$ cat src/rtl/pmem_arbiter_pkg.sv
// Shared LC-3b types plus the arbiter's port/state encodings.
package pmem_arbiter_pkg;

  typedef logic [15:0]  lc3b_word;
  typedef logic [127:0] lc3b_line;

  typedef enum logic {
    ARB_PORT0,
    ARB_PORT1
  } arb_port_t;

  typedef enum logic [1:0] {
    IDLE,
    GRANT0,
    GRANT1
  } arb_state_t;

endpackage

$ cat src/rtl/pmem_arbiter_if.sv
// Bundle of both requester ports, the physical-memory port and busy.
interface pmem_arbiter_if #(
  parameter int ADDR_WIDTH = 16,
  parameter int LINE_WIDTH = 128
);
  logic                  p0_read;
  logic                  p0_write;
  logic [ADDR_WIDTH-1:0] p0_address;
  logic [LINE_WIDTH-1:0] p0_wdata;
  logic [LINE_WIDTH-1:0] p0_rdata;
  logic                  p0_resp;

  logic                  p1_read;
  logic                  p1_write;
  logic [ADDR_WIDTH-1:0] p1_address;
  logic [LINE_WIDTH-1:0] p1_wdata;
  logic [LINE_WIDTH-1:0] p1_rdata;
  logic                  p1_resp;

  logic                  mem_read;
  logic                  mem_write;
  logic [ADDR_WIDTH-1:0] mem_address;
  logic [LINE_WIDTH-1:0] mem_wdata;
  logic [LINE_WIDTH-1:0] mem_rdata;
  logic                  mem_resp;

  logic                  busy;

  // Arbiter side.
  modport slave (
    input  p0_read, p0_write, p0_address, p0_wdata,
    output p0_rdata, p0_resp,
    input  p1_read, p1_write, p1_address, p1_wdata,
    output p1_rdata, p1_resp,
    output mem_read, mem_write, mem_address, mem_wdata,
    input  mem_rdata, mem_resp,
    output busy
  );

  // Requesters and memory side.
  modport master (
    output p0_read, p0_write, p0_address, p0_wdata,
    input  p0_rdata, p0_resp,
    output p1_read, p1_write, p1_address, p1_wdata,
    input  p1_rdata, p1_resp,
    input  mem_read, mem_write, mem_address, mem_wdata,
    output mem_rdata, mem_resp,
    input  busy
  );
endinterface

$ cat src/rtl/pmem_arbiter_control.sv
// Round-robin grant FSM: IDLE/GRANT0/GRANT1 with a forced IDLE cycle after each response.
module pmem_arbiter_control
  import pmem_arbiter_pkg::*;
(
  input  logic      clk,
  input  logic      reset,
  input  logic      req0,
  input  logic      req1,
  input  logic      mem_resp,
  output logic      load_latch,
  output arb_port_t load_port,
  output arb_port_t grant,
  output logic      granted
);

  arb_state_t state;
  arb_port_t  last_grant;

  // Winner selection is only evaluated in IDLE; the top latches on this edge.
  always_comb begin
    load_latch = 1'b0;
    load_port  = ARB_PORT0;
    if (state == IDLE) begin
      if (req0 && req1) begin
        load_latch = 1'b1;
        load_port  = (last_grant == ARB_PORT0) ? ARB_PORT1 : ARB_PORT0;
      end else if (req0) begin
        load_latch = 1'b1;
        load_port  = ARB_PORT0;
      end else if (req1) begin
        load_latch = 1'b1;
        load_port  = ARB_PORT1;
      end
    end
  end

  always_ff @(posedge clk) begin
    if (reset) begin
      state      <= IDLE;
      last_grant <= ARB_PORT1;
      grant      <= ARB_PORT0;
      granted    <= 1'b0;
    end else begin
      case (state)
        IDLE: begin
          if (load_latch) begin
            state      <= (load_port == ARB_PORT0) ? GRANT0 : GRANT1;
            grant      <= load_port;
            last_grant <= load_port;
            granted    <= 1'b1;
          end
        end
        GRANT0, GRANT1: begin
          if (mem_resp) begin
            state   <= IDLE;
            granted <= 1'b0;
          end
        end
        default: begin
          state   <= IDLE;
          granted <= 1'b0;
        end
      endcase
    end
  end

endmodule

$ cat src/rtl/pmem_arbiter.sv
// Two-port physical-memory arbiter: latches the winner's request and steers the response back.
module pmem_arbiter
  import pmem_arbiter_pkg::*;
#(
  parameter int ADDR_WIDTH = 16,
  parameter int LINE_WIDTH = 128
) (
  input  logic           clk,
  input  logic           reset,
  pmem_arbiter_if.slave  bus
);

  logic                  req0;
  logic                  req1;
  logic                  load_latch;
  arb_port_t             load_port;
  arb_port_t             grant;
  logic                  granted;
  logic                  sel0;
  logic                  sel1;

  logic [ADDR_WIDTH-1:0] address_q;
  logic [LINE_WIDTH-1:0] wdata_q;
  logic                  read_q;
  logic                  write_q;

  assign req0 = bus.p0_read | bus.p0_write;
  assign req1 = bus.p1_read | bus.p1_write;

  pmem_arbiter_control u_control (
    .clk        (clk),
    .reset      (reset),
    .req0       (req0),
    .req1       (req1),
    .mem_resp   (bus.mem_resp),
    .load_latch (load_latch),
    .load_port  (load_port),
    .grant      (grant),
    .granted    (granted)
  );

  // Read+write together is a write, so read is masked by write at latch time.
  always_ff @(posedge clk) begin
    if (reset) begin
      address_q <= '0;
      wdata_q   <= '0;
      read_q    <= 1'b0;
      write_q   <= 1'b0;
    end else if (load_latch) begin
      if (load_port == ARB_PORT0) begin
        address_q <= bus.p0_address;
        wdata_q   <= bus.p0_wdata;
        write_q   <= bus.p0_write;
        read_q    <= bus.p0_read & ~bus.p0_write;
      end else begin
        address_q <= bus.p1_address;
        wdata_q   <= bus.p1_wdata;
        write_q   <= bus.p1_write;
        read_q    <= bus.p1_read & ~bus.p1_write;
      end
    end
  end

  assign sel0 = granted && (grant == ARB_PORT0);
  assign sel1 = granted && (grant == ARB_PORT1);

  assign bus.mem_read    = granted & read_q;
  assign bus.mem_write   = granted & write_q;
  assign bus.mem_address = address_q;
  assign bus.mem_wdata   = wdata_q;
  assign bus.busy        = granted;

  assign bus.p0_resp  = sel0 & bus.mem_resp;
  assign bus.p1_resp  = sel1 & bus.mem_resp;
  assign bus.p0_rdata = sel0 ? bus.mem_rdata : '0;
  assign bus.p1_rdata = sel1 ? bus.mem_rdata : '0;

endmodule

$ cat src/flat_wrapper.sv
// flat-port wrapper written by rule: the top's interface ports become plain ports
module pmem_arbiter_flat import pmem_arbiter_pkg::*;
#(
  parameter int ADDR_WIDTH = 16,
  parameter int LINE_WIDTH = 128
)
  (clk, reset, bus_p0_read, bus_p0_write, bus_p0_address, bus_p0_wdata, bus_p0_rdata, bus_p0_resp, bus_p1_read, bus_p1_write, bus_p1_address, bus_p1_wdata, bus_p1_rdata, bus_p1_resp, bus_mem_read, bus_mem_write, bus_mem_address, bus_mem_wdata, bus_mem_rdata, bus_mem_resp, bus_busy);
  pmem_arbiter_if #(.ADDR_WIDTH(ADDR_WIDTH), .LINE_WIDTH(LINE_WIDTH)) bus_i ();
  input  logic clk;
  input  logic reset;
  input wire logic [$bits(bus_i.p0_read)-1:0] bus_p0_read;
  input wire logic [$bits(bus_i.p0_write)-1:0] bus_p0_write;
  input wire logic [$bits(bus_i.p0_address)-1:0] bus_p0_address;
  input wire logic [$bits(bus_i.p0_wdata)-1:0] bus_p0_wdata;
  output wire logic [$bits(bus_i.p0_rdata)-1:0] bus_p0_rdata;
  output wire logic [$bits(bus_i.p0_resp)-1:0] bus_p0_resp;
  input wire logic [$bits(bus_i.p1_read)-1:0] bus_p1_read;
  input wire logic [$bits(bus_i.p1_write)-1:0] bus_p1_write;
  input wire logic [$bits(bus_i.p1_address)-1:0] bus_p1_address;
  input wire logic [$bits(bus_i.p1_wdata)-1:0] bus_p1_wdata;
  output wire logic [$bits(bus_i.p1_rdata)-1:0] bus_p1_rdata;
  output wire logic [$bits(bus_i.p1_resp)-1:0] bus_p1_resp;
  output wire logic [$bits(bus_i.mem_read)-1:0] bus_mem_read;
  output wire logic [$bits(bus_i.mem_write)-1:0] bus_mem_write;
  output wire logic [$bits(bus_i.mem_address)-1:0] bus_mem_address;
  output wire logic [$bits(bus_i.mem_wdata)-1:0] bus_mem_wdata;
  input wire logic [$bits(bus_i.mem_rdata)-1:0] bus_mem_rdata;
  input wire logic [$bits(bus_i.mem_resp)-1:0] bus_mem_resp;
  output wire logic [$bits(bus_i.busy)-1:0] bus_busy;
  assign bus_i.p0_read = bus_p0_read;
  assign bus_i.p0_write = bus_p0_write;
  assign bus_i.p0_address = bus_p0_address;
  assign bus_i.p0_wdata = bus_p0_wdata;
  assign bus_p0_rdata = bus_i.p0_rdata;
  assign bus_p0_resp = bus_i.p0_resp;
  assign bus_i.p1_read = bus_p1_read;
  assign bus_i.p1_write = bus_p1_write;
  assign bus_i.p1_address = bus_p1_address;
  assign bus_i.p1_wdata = bus_p1_wdata;
  assign bus_p1_rdata = bus_i.p1_rdata;
  assign bus_p1_resp = bus_i.p1_resp;
  assign bus_mem_read = bus_i.mem_read;
  assign bus_mem_write = bus_i.mem_write;
  assign bus_mem_address = bus_i.mem_address;
  assign bus_mem_wdata = bus_i.mem_wdata;
  assign bus_i.mem_rdata = bus_mem_rdata;
  assign bus_i.mem_resp = bus_mem_resp;
  assign bus_busy = bus_i.busy;
  pmem_arbiter #(.ADDR_WIDTH(ADDR_WIDTH), .LINE_WIDTH(LINE_WIDTH)) u_core (.clk(clk), .reset(reset), .bus(bus_i));
endmodule
$ cat config.mk
export PLATFORM = sky130hd
export DESIGN_NAME = pmem_arbiter_flat
export DESIGN_NICKNAME = d
export VERILOG_FILES = /design/src/rtl/pmem_arbiter_pkg.sv /design/src/rtl/pmem_arbiter_if.sv /design/src/rtl/pmem_arbiter_control.sv /design/src/rtl/pmem_arbiter.sv /design/src/flat_wrapper.sv
export SDC_FILE = /design/constraint.sdc
export NUM_CORES = 1
export LEC_CHECK = 0
export BUFFER_PORTS_ARGS = -buffer_cell sky130_fd_sc_hd__buf_2
export CAP_MARGIN = 15
export CORE_AREA = 3 3 325 327
export CTS_CLUSTER_DIAMETER = 50
export CTS_CLUSTER_SIZE = 10
export DETAILED_ROUTE_END_ITERATION = 6
export DIE_AREA = 0 0 328 330
export SKIP_LAST_GASP = 1
export SYNTH_ARGS = -nofsm -noshare
export SYNTH_HDL_FRONTEND = slang
export SYNTH_SLANG_ARGS = --single-unit
$ cat constraint.sdc
create_clock -name clk -period 1.9 [get_ports clk]
set_input_delay 0.19 -clock clk [delete_from_list [all_inputs] [get_ports clk]]
set_output_delay 0.19 -clock clk [all_outputs]
set_load 0.005 [all_outputs]
-- Word level (Yosys, flattened, before mapping)
Cells that the tools add are included.
- eq/ne operators: 4
- muxes and demuxes: 21
- bitwise logic cells: 11
- reduce and logical (&&, ||, !) cells: 7
- operators with widths (operator ; count):
    $mux W128 ; 3
    $mux W16 ; 1
    $mux W1 ; 12
    $and A1 B1 Y1 ; 6
    $mux W2 ; 3
    $pmux W2 S2 ; 1
    $reduce_and A2 Y1 ; 2
    $logic_and A1 B1 Y1 ; 3
    $not A1 Y1 ; 3
    $eq A2 B1 Y1 const B ; 1
    $eq A2 B2 Y1 const B ; 1
    $logic_not A2 Y1 ; 1
    $ne A2 B1 Y1 const B ; 1
    $ne A2 B2 Y1 const B ; 1
    $or A1 B1 Y1 ; 2
    $pmux W1 S2 ; 1
    $reduce_or A2 Y1 ; 1
- register bits after elaboration: 151
- bits of input ports: 423
- word-level logic and storage cells: 51

-- Logic depth before layout (Yosys ltp)
Gate-level depths: netlist of the first run.
- depth after elaboration: 8
- gate-level depth with buffers: 9

-- Modules after synthesis
Synthesis of the first run repeated with hierarchy kept, for this count alone.
- cells, all modules: 984
- area, all modules: 8610.8 um2
- modules (own cells, without submodules) (module ; instances ; cells each ; area each (um2) ; sequential area each (um2)):
    pmem_arbiter ; 1 ; 959 ; 8366.8 ; 2922.8
    pmem_arbiter_control ; 1 ; 25 ; 244.0 ; 100.1

-- Worst setup path before layout of the first run
Ideal clock, no wire load.
- path kind: register -> register
- start: register u_core.u_control.state[0]
- end: register u_core.wdata_q[61], in the netlist u_core.bus.mem_wdata[61]
- arrival time: 1613 ps
- data required time: 1812 ps
- slack: 199 ps
- cell stages (with the launch flop): 10
- cell sequence: dfxtp_1 inv_1 ha_1 buf_2 o21a_1 buf_4 buf_4 clkbuf_1 a21oi_1 o32ai_2
- word-level cells in the longest chain between the ends: 3
- elaborated cells on any way between the ends: 4
- classes of those cells: mux: 3; reduce/logical: 1
- ends and longest elaborated chain (item ; RTL line ; text):
    start: declaration ; pmem_arbiter_control.sv:16 ; arb_state_t state;
    start signal: assignment ; pmem_arbiter_control.sv:47 ; state <= (load_port == ARB_PORT0) ? GRANT0 : GRANT1;
    $logic_not A2 Y1 (*) ; pmem_arbiter_control.sv:23 ; if (state == IDLE) begin
    $mux W1 ; pmem_arbiter_control.sv:23 ;
    $mux W128 ; pmem_arbiter.sv:50 ; if (load_port == ARB_PORT0) begin
    end signal: assignment ; pmem_arbiter.sv:52 ; wdata_q <= bus.p0_wdata;
    end signal: assignment ; pmem_arbiter.sv:57 ; wdata_q <= bus.p1_wdata;
    end: declaration ; pmem_arbiter.sv:23 ; logic [LINE_WIDTH-1:0] wdata_q;
Every way passes the cells marked *; elsewhere a longest branch is shown, timed or not.
A chain may end at the register's enable or synchronous reset.

-- Worst setup path in the final report of the first run
- start: register u_core.u_control.granted
- end: output bus_p0_rdata[78]
- word-level cells in the longest chain between the ends: 2
- ends and longest elaborated chain (item ; RTL line ; text):
    start: declaration ; pmem_arbiter_control.sv:13 ; output logic granted
    start signal: assignment ; pmem_arbiter_control.sv:42 ; granted <= 1'b0;
    start signal: assignment ; pmem_arbiter_control.sv:50 ; granted <= 1'b1;
    start signal: assignment ; pmem_arbiter_control.sv:56 ; granted <= 1'b0;
    $logic_and A1 B1 Y1 ; pmem_arbiter.sv:64 ; assign sel0 = granted && (grant == ARB_PORT0);
    $mux W128 ; pmem_arbiter.sv:75 ; assign bus.p0_rdata = sel0 ? bus.mem_rdata : '0;
    end: declaration ; flat_wrapper.sv:15 ; output wire logic [$bits(bus_i.p0_rdata)-1:0] bus_p0_rdata;
No other way between the ends.

==> metrics.yaml, run 1 <==
placement:
  finalWeightedCongestion: 0.928
  dp_slack_ns: -0.0346
  hpwl_mm: 61.2
  io_buffers: 827
sta:
  slew_violations: 0
  clock_skew_ns: 0.0261
  rsz0062_at_grt: "true"
  max_freq_mhz: 526
  hold_viol: 0
  period_share_pct: 100
  worst_pin_slew_ns: 0.565
  period_minus_slack_ns: 1.90
  fin_ws_ns: -0.00138
  relSlewSlack_pct: 62.0
  finalSetupViolations: 1
yosys:
  synthFlopType: "dfxtp_1"
  syn_avg_cell_area_sq_um: 7.88
  synthCells: 1172
  synthArstFlopShare_pct: 0
  yosysSeqAreaShare_pct: 32.7
  syn-num-nets: 1596
  synth_edf_count: 0
  synth_top_area_cell: "dfxtp_1"
  yosysUniqueCellTypes: 36
  ys_warn_count: 0
  yosys.area.top_type_share_pct: 32.7
  synth_area_sq_mm: 0.00924
  ys_top_cells_by_area: "dfxtp_1, o32ai_1, and2_1, o32ai_2, and3_1"
  ys_ff_latch: 151
clock_tree:
  cts_buffer_depth: 2
  numCtsBuffers: 17
  clock_sinks: 151
  cts_tree: "yes"
  root_buffer: "clkbuf_16"
  clk_pin_slew_ns: 0.10
  htreeDepth: 4
  clk_latency_ns: 0.49
floorplanning:
  chipHeight_microns: 330
  rows: 118
  start_util_pct: 8.95
  die_w_microns: 328
  ios: 828
  coreArea_sq_mm: 0.103
  die_area_sq_mm: 0.108
setup_path:
  worstPathArrival_ns: 1.71
  crit_buf_inv: 3
  ff2ff_setup_slack_ns: 0.08
  cpPeakStageDelay_ns: 0.39
  worstPathMaxFanout: 10
  path_cells: "nor2b_4, buf_12, buf_16, and2_1, buf_2"
  critPathRequiredTime_ns: 1.71
  critPathTopFamily: "buffers and inverters"
  endpoint_kind: "output pin"
  cp-start-kind: "flop"
  cpMaxStageDelayCell: "dfxtp_4"
  path_class: "reg2out"
run_status:
  violations: "negative setup slack"
  outcome: "finished, violations left"
pwr:
  power_uw: 15600
  p_sw_uw: 6550
  intPower_uw: 9080
  swShare_pct: 41.9
  peakVddDrop_mv: 0.550
  seq_power_share_pct: 27.9
  powerDensity_mw_per_mm2: 949
  pwr-share-clk_pct: 22.7
  pwr-share-comb_pct: 49.4
  leakage_uw: 0.00822
grt:
  grt-ovfl-total: 0
  grt_pass1_vias: 11842
  grt.total_usage_pct: 12.9
  grt_pass1_wl_mm: 96.6
  grt_max_degree: 82
  antenna_found_initial: 38
final_layout:
  area_delta_synth_final_pct: 78.3
  layout_common_cells: "buf_2, inv_1, a21oi_1, dfxtp_1, nor3_1"
  drive_gt1_share_pct: 50.4
  layout.cells.most_common: "buf_2"
  fin_nets: 2406
drt:
  drc: 0
  vias_per_cell: 3.73
  drtPass1Iterations: 5
  drt_iter0_drc: 839
  num_vias: 12652
  drtAntennaViolNets: 0
  drt-wirelength-per-cell_microns: 22.3
  finalWirelength_mm: 75.5
job:
  drv_cap: 0
worst_hold_path:
  hp-class: "in2reg"
## path summary, 6_finish.rpt
| check | from | end | cells after the start |
|---|---|---|---|
| setup / recovery | u_core.u_control.granted | bus_p0_rdata[78] | 5 |
| setup reg to reg | u_core.u_control.state[0] | u_core.bus.mem_wdata[108] | 6 |
| hold reg to reg | u_core.bus.mem_wdata[88] | u_core.bus.mem_wdata[88] | 2 |
| hold / removal | bus_p0_wdata[69] | u_core.bus.mem_wdata[69] | 3 |
## registers in the layout (all words and copies together), names as in the netlist
| register | cells |
|---|---|
| u_core.bus.mem_address | 16 |
| u_core.u_control.last_grant | 1 |
| u_core.u_control.state | 2 |
| u_core.write_q | 1 |
| u_core.read_q | 1 |
| u_core.bus.mem_wdata | 128 |
| u_core.u_control.grant | 1 |
| u_core.u_control.granted | 1 |
## logic make-up after synthesis
kind of cell | synth area share [%]
flip-flops | 32.7
buffers and inverters | 13.3
AO/OA/AOI/OAI | 27.0
AND/OR/NAND/NOR | 26.8
adder cells (fa/ha/maj) | 0.135
## power groups by stage
stage / Sequential, uW / Combinational [uW] / Clock [uW]
2_1_floorplan: 4410 / 3490 / 0
3_3_place_gp: 4430 / 7140 / 0
3_5_place_dp: 4430 / 7190 / 0
4_1_cts: 4360 / 7530 / 3670
5_1_grt: 4440 / 8330 / 3780
6_report: 4360 / 7730 / 3550
## what timing repair did
item | in CTS | in global routing
endpoints found under the setup margin | 260 | 125
pin swaps | 1 | 1
cloned | 1 | 5
hold buffers | 34 | 0
hold endpoints to repair | 37 | 0
buffers inserted | 8 | 0
gates resized for setup | 17 | 11
## cell type report
cell class	count	area [sq um]
repair buffers	931	5470
fillers	11822	86700
multi-input cells	732	5070
well taps	1380	1730
clock buffers	18	429
inverters	149	559
flip-flops and latches	151	3030
diodes	15	37.5
clock inverters	14	141
## synthesized netlist by cell type, types with 2 or more instances
library cell / instances
dfxtp_1: 151
a21oi_1: 149
inv_1: 149
nor3_1: 145
and2_1: 131
and3_1: 129
clkbuf_1: 98
o32ai_1: 94
o32ai_2: 50
buf_2: 21
buf_6: 12
buf_4: 8
nand2_1: 6
o21a_1: 3
nand2b_1: 2
nor2_1: 2
nor2b_1: 2
or2_2: 2
## worst register-to-register path: stages (launching register included)
cell	delay, ns
dfxtp_1	0.32
inv_1	0.08
ha_2	0.24
o41ai_4	0.10
or2_4	0.38
buf_4	0.27
o32ai_1	0.33
## per-stage QoR
| stage | hold slack (ns) | instances | instance area, sq um | TNS, ns | utilization, % |
|---|---|---|---|---|---|
| after floorplan | 0.259 | 1172 | 9240 | 0 | - |
| after global placement | 0.437 | 3295 | 15200 | 0 | 14.7 |
| after detailed placement | 0.442 | 3295 | 15200 | -0.0685 | 14.7 |
| after CTS | 0.000124 | 3370 | 16300 | -2.21 | 15.8 |
| after global routing | 0.0163 | 3384 | 16500 | -8.53 | 15.9 |
| final | 0.0446 | 3390 | 16500 | -0.00138 | 16.0 |
## per-layer routing
metal / track usage [%] / wire length (microns)
met5: 0 / 158
met4: 5.67 / 2970
met3: 4.89 / 7810
met2: 21.2 / 35700
met1: 14.8 / 28900
(Power assumes the default switching activity.)
==> run 2, diff against run 1 <==
--- a/config.mk
+++ b/config.mk
@@ -12,7 +12,7 @@
 export CTS_CLUSTER_SIZE = 10
 export DETAILED_ROUTE_END_ITERATION = 6
 export DIE_AREA = 0 0 328 330
-export SKIP_LAST_GASP = 1
 export SYNTH_ARGS = -nofsm -noshare
 export SYNTH_HDL_FRONTEND = slang
 export SYNTH_SLANG_ARGS = --single-unit
+export TNS_END_PERCENT = 30
==> run 2 against run 1 <==
Compared with the run above: the flow now finishes without violations; final area rose by 1.5%; global-route usage barely moved; total power rose by 1.5%; largest cell class unchanged.
==> metrics.yaml, run 2 (synthesis results as in run 1) <==
drt:
  drtPass1Iterations: 5
  drt_iter0_drc: 939
  drt-wirelength-per-cell_microns: 22.5
  drc: 0
  vias_per_cell: 3.75
  num_vias: 12718
  drtAntennaViolNets: 0
  finalWirelength_mm: 76.2
floorplanning:
  ios: 828
  start_util_pct: 8.95
  die_w_microns: 328
  rows: 118
  die_area_sq_mm: 0.108
  chipHeight_microns: 330
  coreArea_sq_mm: 0.103
pwr:
  leakage_uw: 0.00830
  seq_power_share_pct: 27.4
  powerDensity_mw_per_mm2: 949
  p_sw_uw: 6610
  pwr-share-comb_pct: 50.2
  peakVddDrop_mv: 0.543
  intPower_uw: 9260
  pwr-share-clk_pct: 22.3
  swShare_pct: 41.7
sta:
  period_minus_slack_ns: 1.88
  slew_violations: 0
  worst_pin_slew_ns: 0.608
  max_freq_mhz: 531
  relSlewSlack_pct: 59.1
  finalSetupViolations: 0
  period_share_pct: 99.1
  setup_tns_ns: 0
  hold_viol: 0
  rsz0062_at_grt: "true"
  clock_skew_ns: 0.0283
worst_hold_path:
  hold_path.startpoint: "bus_p0_wdata[69]"
  hp-class: "in2reg"
setup_path:
  worstPathArrival_ns: 1.69
  regToRegStartpoint: "u_core.u_control.state[0]"
  startpoint: "u_core.u_control.granted"
  worstPathMaxFanout: 27
  cp-start-kind: "flop"
  cpMaxStageDelayCell: "dfxtp_4"
  critPathRequiredTime_ns: 1.71
  path_class: "reg2out"
  endpoint_kind: "output pin"
  cpPeakStageDelay_ns: 0.39
  path_cells: "nor2b_4, buf_12, clkbuf_16, and2_1, buf_4"
clock_tree:
  numCtsBuffers: 17
  root_buffer: "clkbuf_16"
  clock_sinks: 151
  clk_pin_slew_ns: 0.10
  cts_tree: "yes"
  htreeDepth: 4
  cts_buffer_depth: 2
  clk_latency_ns: 0.49
final_layout:
  final_cells: 3393
  layout.cells.most_common: "buf_2"
  largest_reg_flops: 128
  finish.utilization_pct: 16.2
  drive_gt1_share_pct: 51.4
  layout_common_cells: "buf_2, inv_1, a21oi_1, dfxtp_1, nor3_1"
  area_delta_synth_final_pct: 81.1
  fin_nets: 2409
grt:
  grt_max_degree: 82
  grt.total_usage_pct: 12.8
  grt-ovfl-total: 0
  grt_pass1_wl_mm: 96.7
  antenna_found_initial: 38
  grt_pass1_vias: 11833
run_status:
  outcome: "completed"
placement:
  dpl.cell_count: 3295
  hpwl_mm: 61.2
  finalWeightedCongestion: 0.928
  io_buffers: 827
job:
  drv_cap: 0
run 2: changes by cell type in the layout (fill, tap and decap cells not counted), moves of 2 or more:
cell | previous run | this run
buf_2 | 822 | 797
and2_4 | 6 | 23
buf_6 | 1 | 26
buf_4 | 38 | 40
and2_1 | 125 | 108
run 2: path summary, 6_finish.rpt:
check / to / slack (ns) / depth (start not counted)
hold / removal: u_core.bus.mem_wdata[69] / 0.05 / 3
setup reg to reg: u_core.bus.mem_wdata[108] / 0.11 / 6
hold reg to reg: u_core.bus.mem_wdata[88] / 0.45 / 2
setup / recovery: bus_p0_rdata[93] / 0.02 / 5
run 2: repair_timing:
action	4_1_cts	5_1_grt
setup buffers	6	3
gates cloned	1	7
hold buffers	34	0
resized for setup	27	50
setup endpoints to repair	260	164
hold endpoints to repair	37	0
pin swaps	10	5
run 2: metal layers:
| layer | vias to the layer above | GRT usage [%] | routed length (microns) |
|---|---|---|---|
| met4 | 24 | 5.46 | 2940 |
| met5 | - | 0 | 158 |
| met2 | 744 | 21.2 | 35800 |
| met1 | 6028 | 14.9 | 29400 |
| li1 | 5810 | - | - |
| met3 | 112 | 4.81 | 7890 |
run 2: cell type report:
| cell class | instances | area [sq um] |
|---|---|---|
| Fill cell | 11789 | 86500 |
| Sequential cell | 151 | 3030 |
| Clock inverter | 14 | 141 |
| Multi-Input combinational cell | 733 | 5140 |
| Clock buffer | 18 | 429 |
| Tap cell | 1380 | 1730 |
| Inverter | 149 | 559 |
| Antenna cell | 15 | 37.5 |
| Timing Repair Buffer | 933 | 5660 |
run 2: worst max-delay path: cells and delay by family, from the launching register on:
kind,cells,cell delay [ns]
buf+inv,3,0.53
flops,1,0.39
simple gates,2,0.29
run 2: through the flow:
step	worst slack, ns	hold WS [ns]	cell area (sq um)	power [uW]
finish	0.0173	0.0530	16700	15900
global route	-0.0951	0.0163	16700	16800
CTS	-0.0841	0.000124	16300	15600
detailed placement	-0.0346	0.442	15200	11600
global placement	0.0130	0.437	15200	11600
floorplan	0.199	0.259	9240	7900
run 2: power by group through the flow:
stage	clock network (uW)	registers [uW]	logic [uW]
6_report	3540	4350	7970
4_1_cts	3670	4360	7540
5_1_grt	3780	4440	8580
3_3_place_gp	0	4430	7140
3_5_place_dp	0	4430	7190
2_1_floorplan	0	4410	3490
==> run 3, diff against run 2 <==
--- a/config.mk
+++ b/config.mk
@@ -12,6 +12,8 @@
 export CTS_CLUSTER_SIZE = 10
 export DETAILED_ROUTE_END_ITERATION = 6
 export DIE_AREA = 0 0 328 330
+export GPL_TIMING_DRIVEN = 0
+export PLACE_DENSITY_LB_ADDON = 0.1
 export SYNTH_ARGS = -nofsm -noshare
 export SYNTH_HDL_FRONTEND = slang
 export SYNTH_SLANG_ARGS = --single-unit
==> run 3 against run 2 <==
Compared with the run above: the flow now finishes with violations (negative setup slack); sequential share of layout area decreased by 2.5 points; count of clock-buffer cells in the layout increased by 1; fmax decreased by 4.4%; via count increased by 4.5%; clock power increased by 14%; worst setup slack got worse by 0.086 ns; first-iteration DRC count decreased by 42%; total power increased by 14%; critical endpoint is now bus_p1_rdata[115]; highest routed layer unchanged.
==> metrics.yaml, run 3 (synthesis results as in run 1) <==
run_status:
  outcome: "finished, violations left"
  violations: "negative setup slack"
sta:
  period_share_pct: 104
  rsz0062_at_grt: "true"
  finalSetupViolations: 97
  worst_pin_slew_ns: 0.747
  relSlewSlack_pct: 50.2
  clock_skew_ns: 0.0123
  hold_viol: 0
  setup_tns_ns: -3.17
  fin_ws_ns: -0.0689
  slew_violations: 0
  max_freq_mhz: 508
  period_minus_slack_ns: 1.97
final_layout:
  drive_gt1_share_pct: 54.1
  n_fill_cell: 11695
  regArea_sq_mm: 0.00303
  layout.cells.most_common: "buf_2"
  layout_common_cells: "buf_2, a21oi_1, inv_1"
  fin_nets: 2604
  multi_input_area_sq_mm: 0.00558
  area_delta_synth_final_pct: 111
  largest_reg_flops: 128
floorplanning:
  ios: 828
  chipHeight_microns: 330
  die_w_microns: 328
  rows: 118
  coreArea_sq_mm: 0.103
  die_area_sq_mm: 0.108
  start_util_pct: 8.95
setup_path:
  ff2ff_setup_slack_ns: 0.05
  r2r_cells: 9
  endpoint_kind: "output pin"
  path_class: "reg2out"
  r2r-end: "u_core.bus.mem_wdata[61]"
  worstPathArrival_ns: 1.78
  critPathRequiredTime_ns: 1.71
  regToRegStartpoint: "u_core.u_control.state[1]"
  cp-start-kind: "flop"
  worstPathMaxFanout: 10
placement:
  finalWeightedCongestion: 0.957
  hpwl_mm: 66.6
  dp_slack_ns: -0.768
  io_buffers: 825
drt:
  drtAntennaViolNets: 0
  finalWirelength_mm: 82.3
  num_vias: 13286
  vias_per_cell: 3.70
  drc: 0
  drt_iter0_drc: 546
  drtPass1Iterations: 5
  drt-wirelength-per-cell_microns: 23.0
worst_hold_path:
  hp-class: "in2reg"
  min_to: "u_core.bus.mem_wdata[106]"
  hold_depth: 3
  hold_path.startpoint: "bus_p0_wdata[106]"
pwr:
  powerDensity_mw_per_mm2: 930
  peakVddDrop_mv: 0.793
  leakage_uw: 0.00930
  power_uw: 18100
clock_tree:
  numCtsBuffers: 17
  clk_latency_ns: 0.50
  cts_tree: "yes"
  htreeDepth: 4
  cts_buffer_depth: 2
  clk_pin_slew_ns: 0.07
  root_buffer: "clkbuf_16"
  clock_sinks: 151
grt:
  grt-ovfl-total: 0
  grt_pass1_wl_mm: 109
  grt_max_degree: 17
  grt.total_usage_pct: 14.3
  antenna_found_initial: 25
  grt_pass1_vias: 13742
job:
  drv_cap: 0
==> run 3: power by group <==
| part | total, uW | switching, uW | internal [uW] |
|---|---|---|---|
| Clock | 4050 | 1720 | 2320 |
| Combinational | 9750 | 5070 | 4670 |
| Sequential | 4330 | 404 | 3920 |
==> run 3: final cells by class <==
cell class / count / area share, %
clock inverters: 12 / 1.04
multi-input cells: 732 / 28.7
clock buffers: 19 / 2.22
repair buffers: 989 / 33.4
inverters: 149 / 2.87
plain buffers: 140 / 7.22
diodes: 15 / 0.193
flip-flops and latches: 151 / 15.6
well taps: 1380 / 8.86
==> run 3: per-layer routing <==
metal | wire length (microns) | vias up | global-route usage, %
met5 | 62 | - | 0
met4 | 2120 | 10 | 5.25
met3 | 6060 | 83 | 4.18
met2 | 42300 | 516 | 25.7
met1 | 31800 | 6457 | 15.9
li1 | - | 6220 | -
==> run 3: worst max-delay path, cell delays in order (launching register included) <==
cell	delay, ns
dfxtp_4	0.37
buf_4	0.14
clkbuf_16	0.17
buf_6	0.13
clkbuf_16	0.16
and3_1	0.16
buf_2	0.14
==> run 3: stage by stage <==
stage / instance area, sq um / hold slack [ns] / instances / util, %
2_1_floorplan: 9240 / 0.259 / 1172 / -
3_3_place_gp: 15100 / 0.442 / 3377 / 14.6
3_5_place_dp: 15100 / 0.443 / 3377 / 14.6
4_1_cts: 18400 / 0.0000895 / 3558 / 17.9
5_1_grt: 19500 / 0.0411 / 3581 / 18.9
6_report: 19500 / 0.0637 / 3587 / 18.9
==> run 3: how the worst max path moves through the flow <==
stage / startpoint / end / slack [ns] / cells after the start
2_1_floorplan: u_core.u_control.state[0] / u_core.bus.mem_wdata[61] / 0.20 / 9
3_3_place_gp: bus_p0_write / u_core.u_control.grant / -0.75 / 6
3_5_place_dp: bus_p0_write / u_core.u_control.grant / -0.77 / 6
4_1_cts: u_core.u_control.granted / bus_p0_rdata[32] / -0.17 / 6
5_1_grt: u_core.u_control.granted / bus_p0_rdata[107] / -0.16 / 6
6_report: u_core.u_control.granted / bus_p1_rdata[115] / -0.07 / 6
==> run 3: what timing repair did <==
item                       CTS  global route
setup endpoints to repair  405           344
hold endpoints to repair   135             0
gates resized for setup    313           169
hold buffers               132             0
pin swaps                   64            56
setup buffers                7             5
gates cloned                11             9
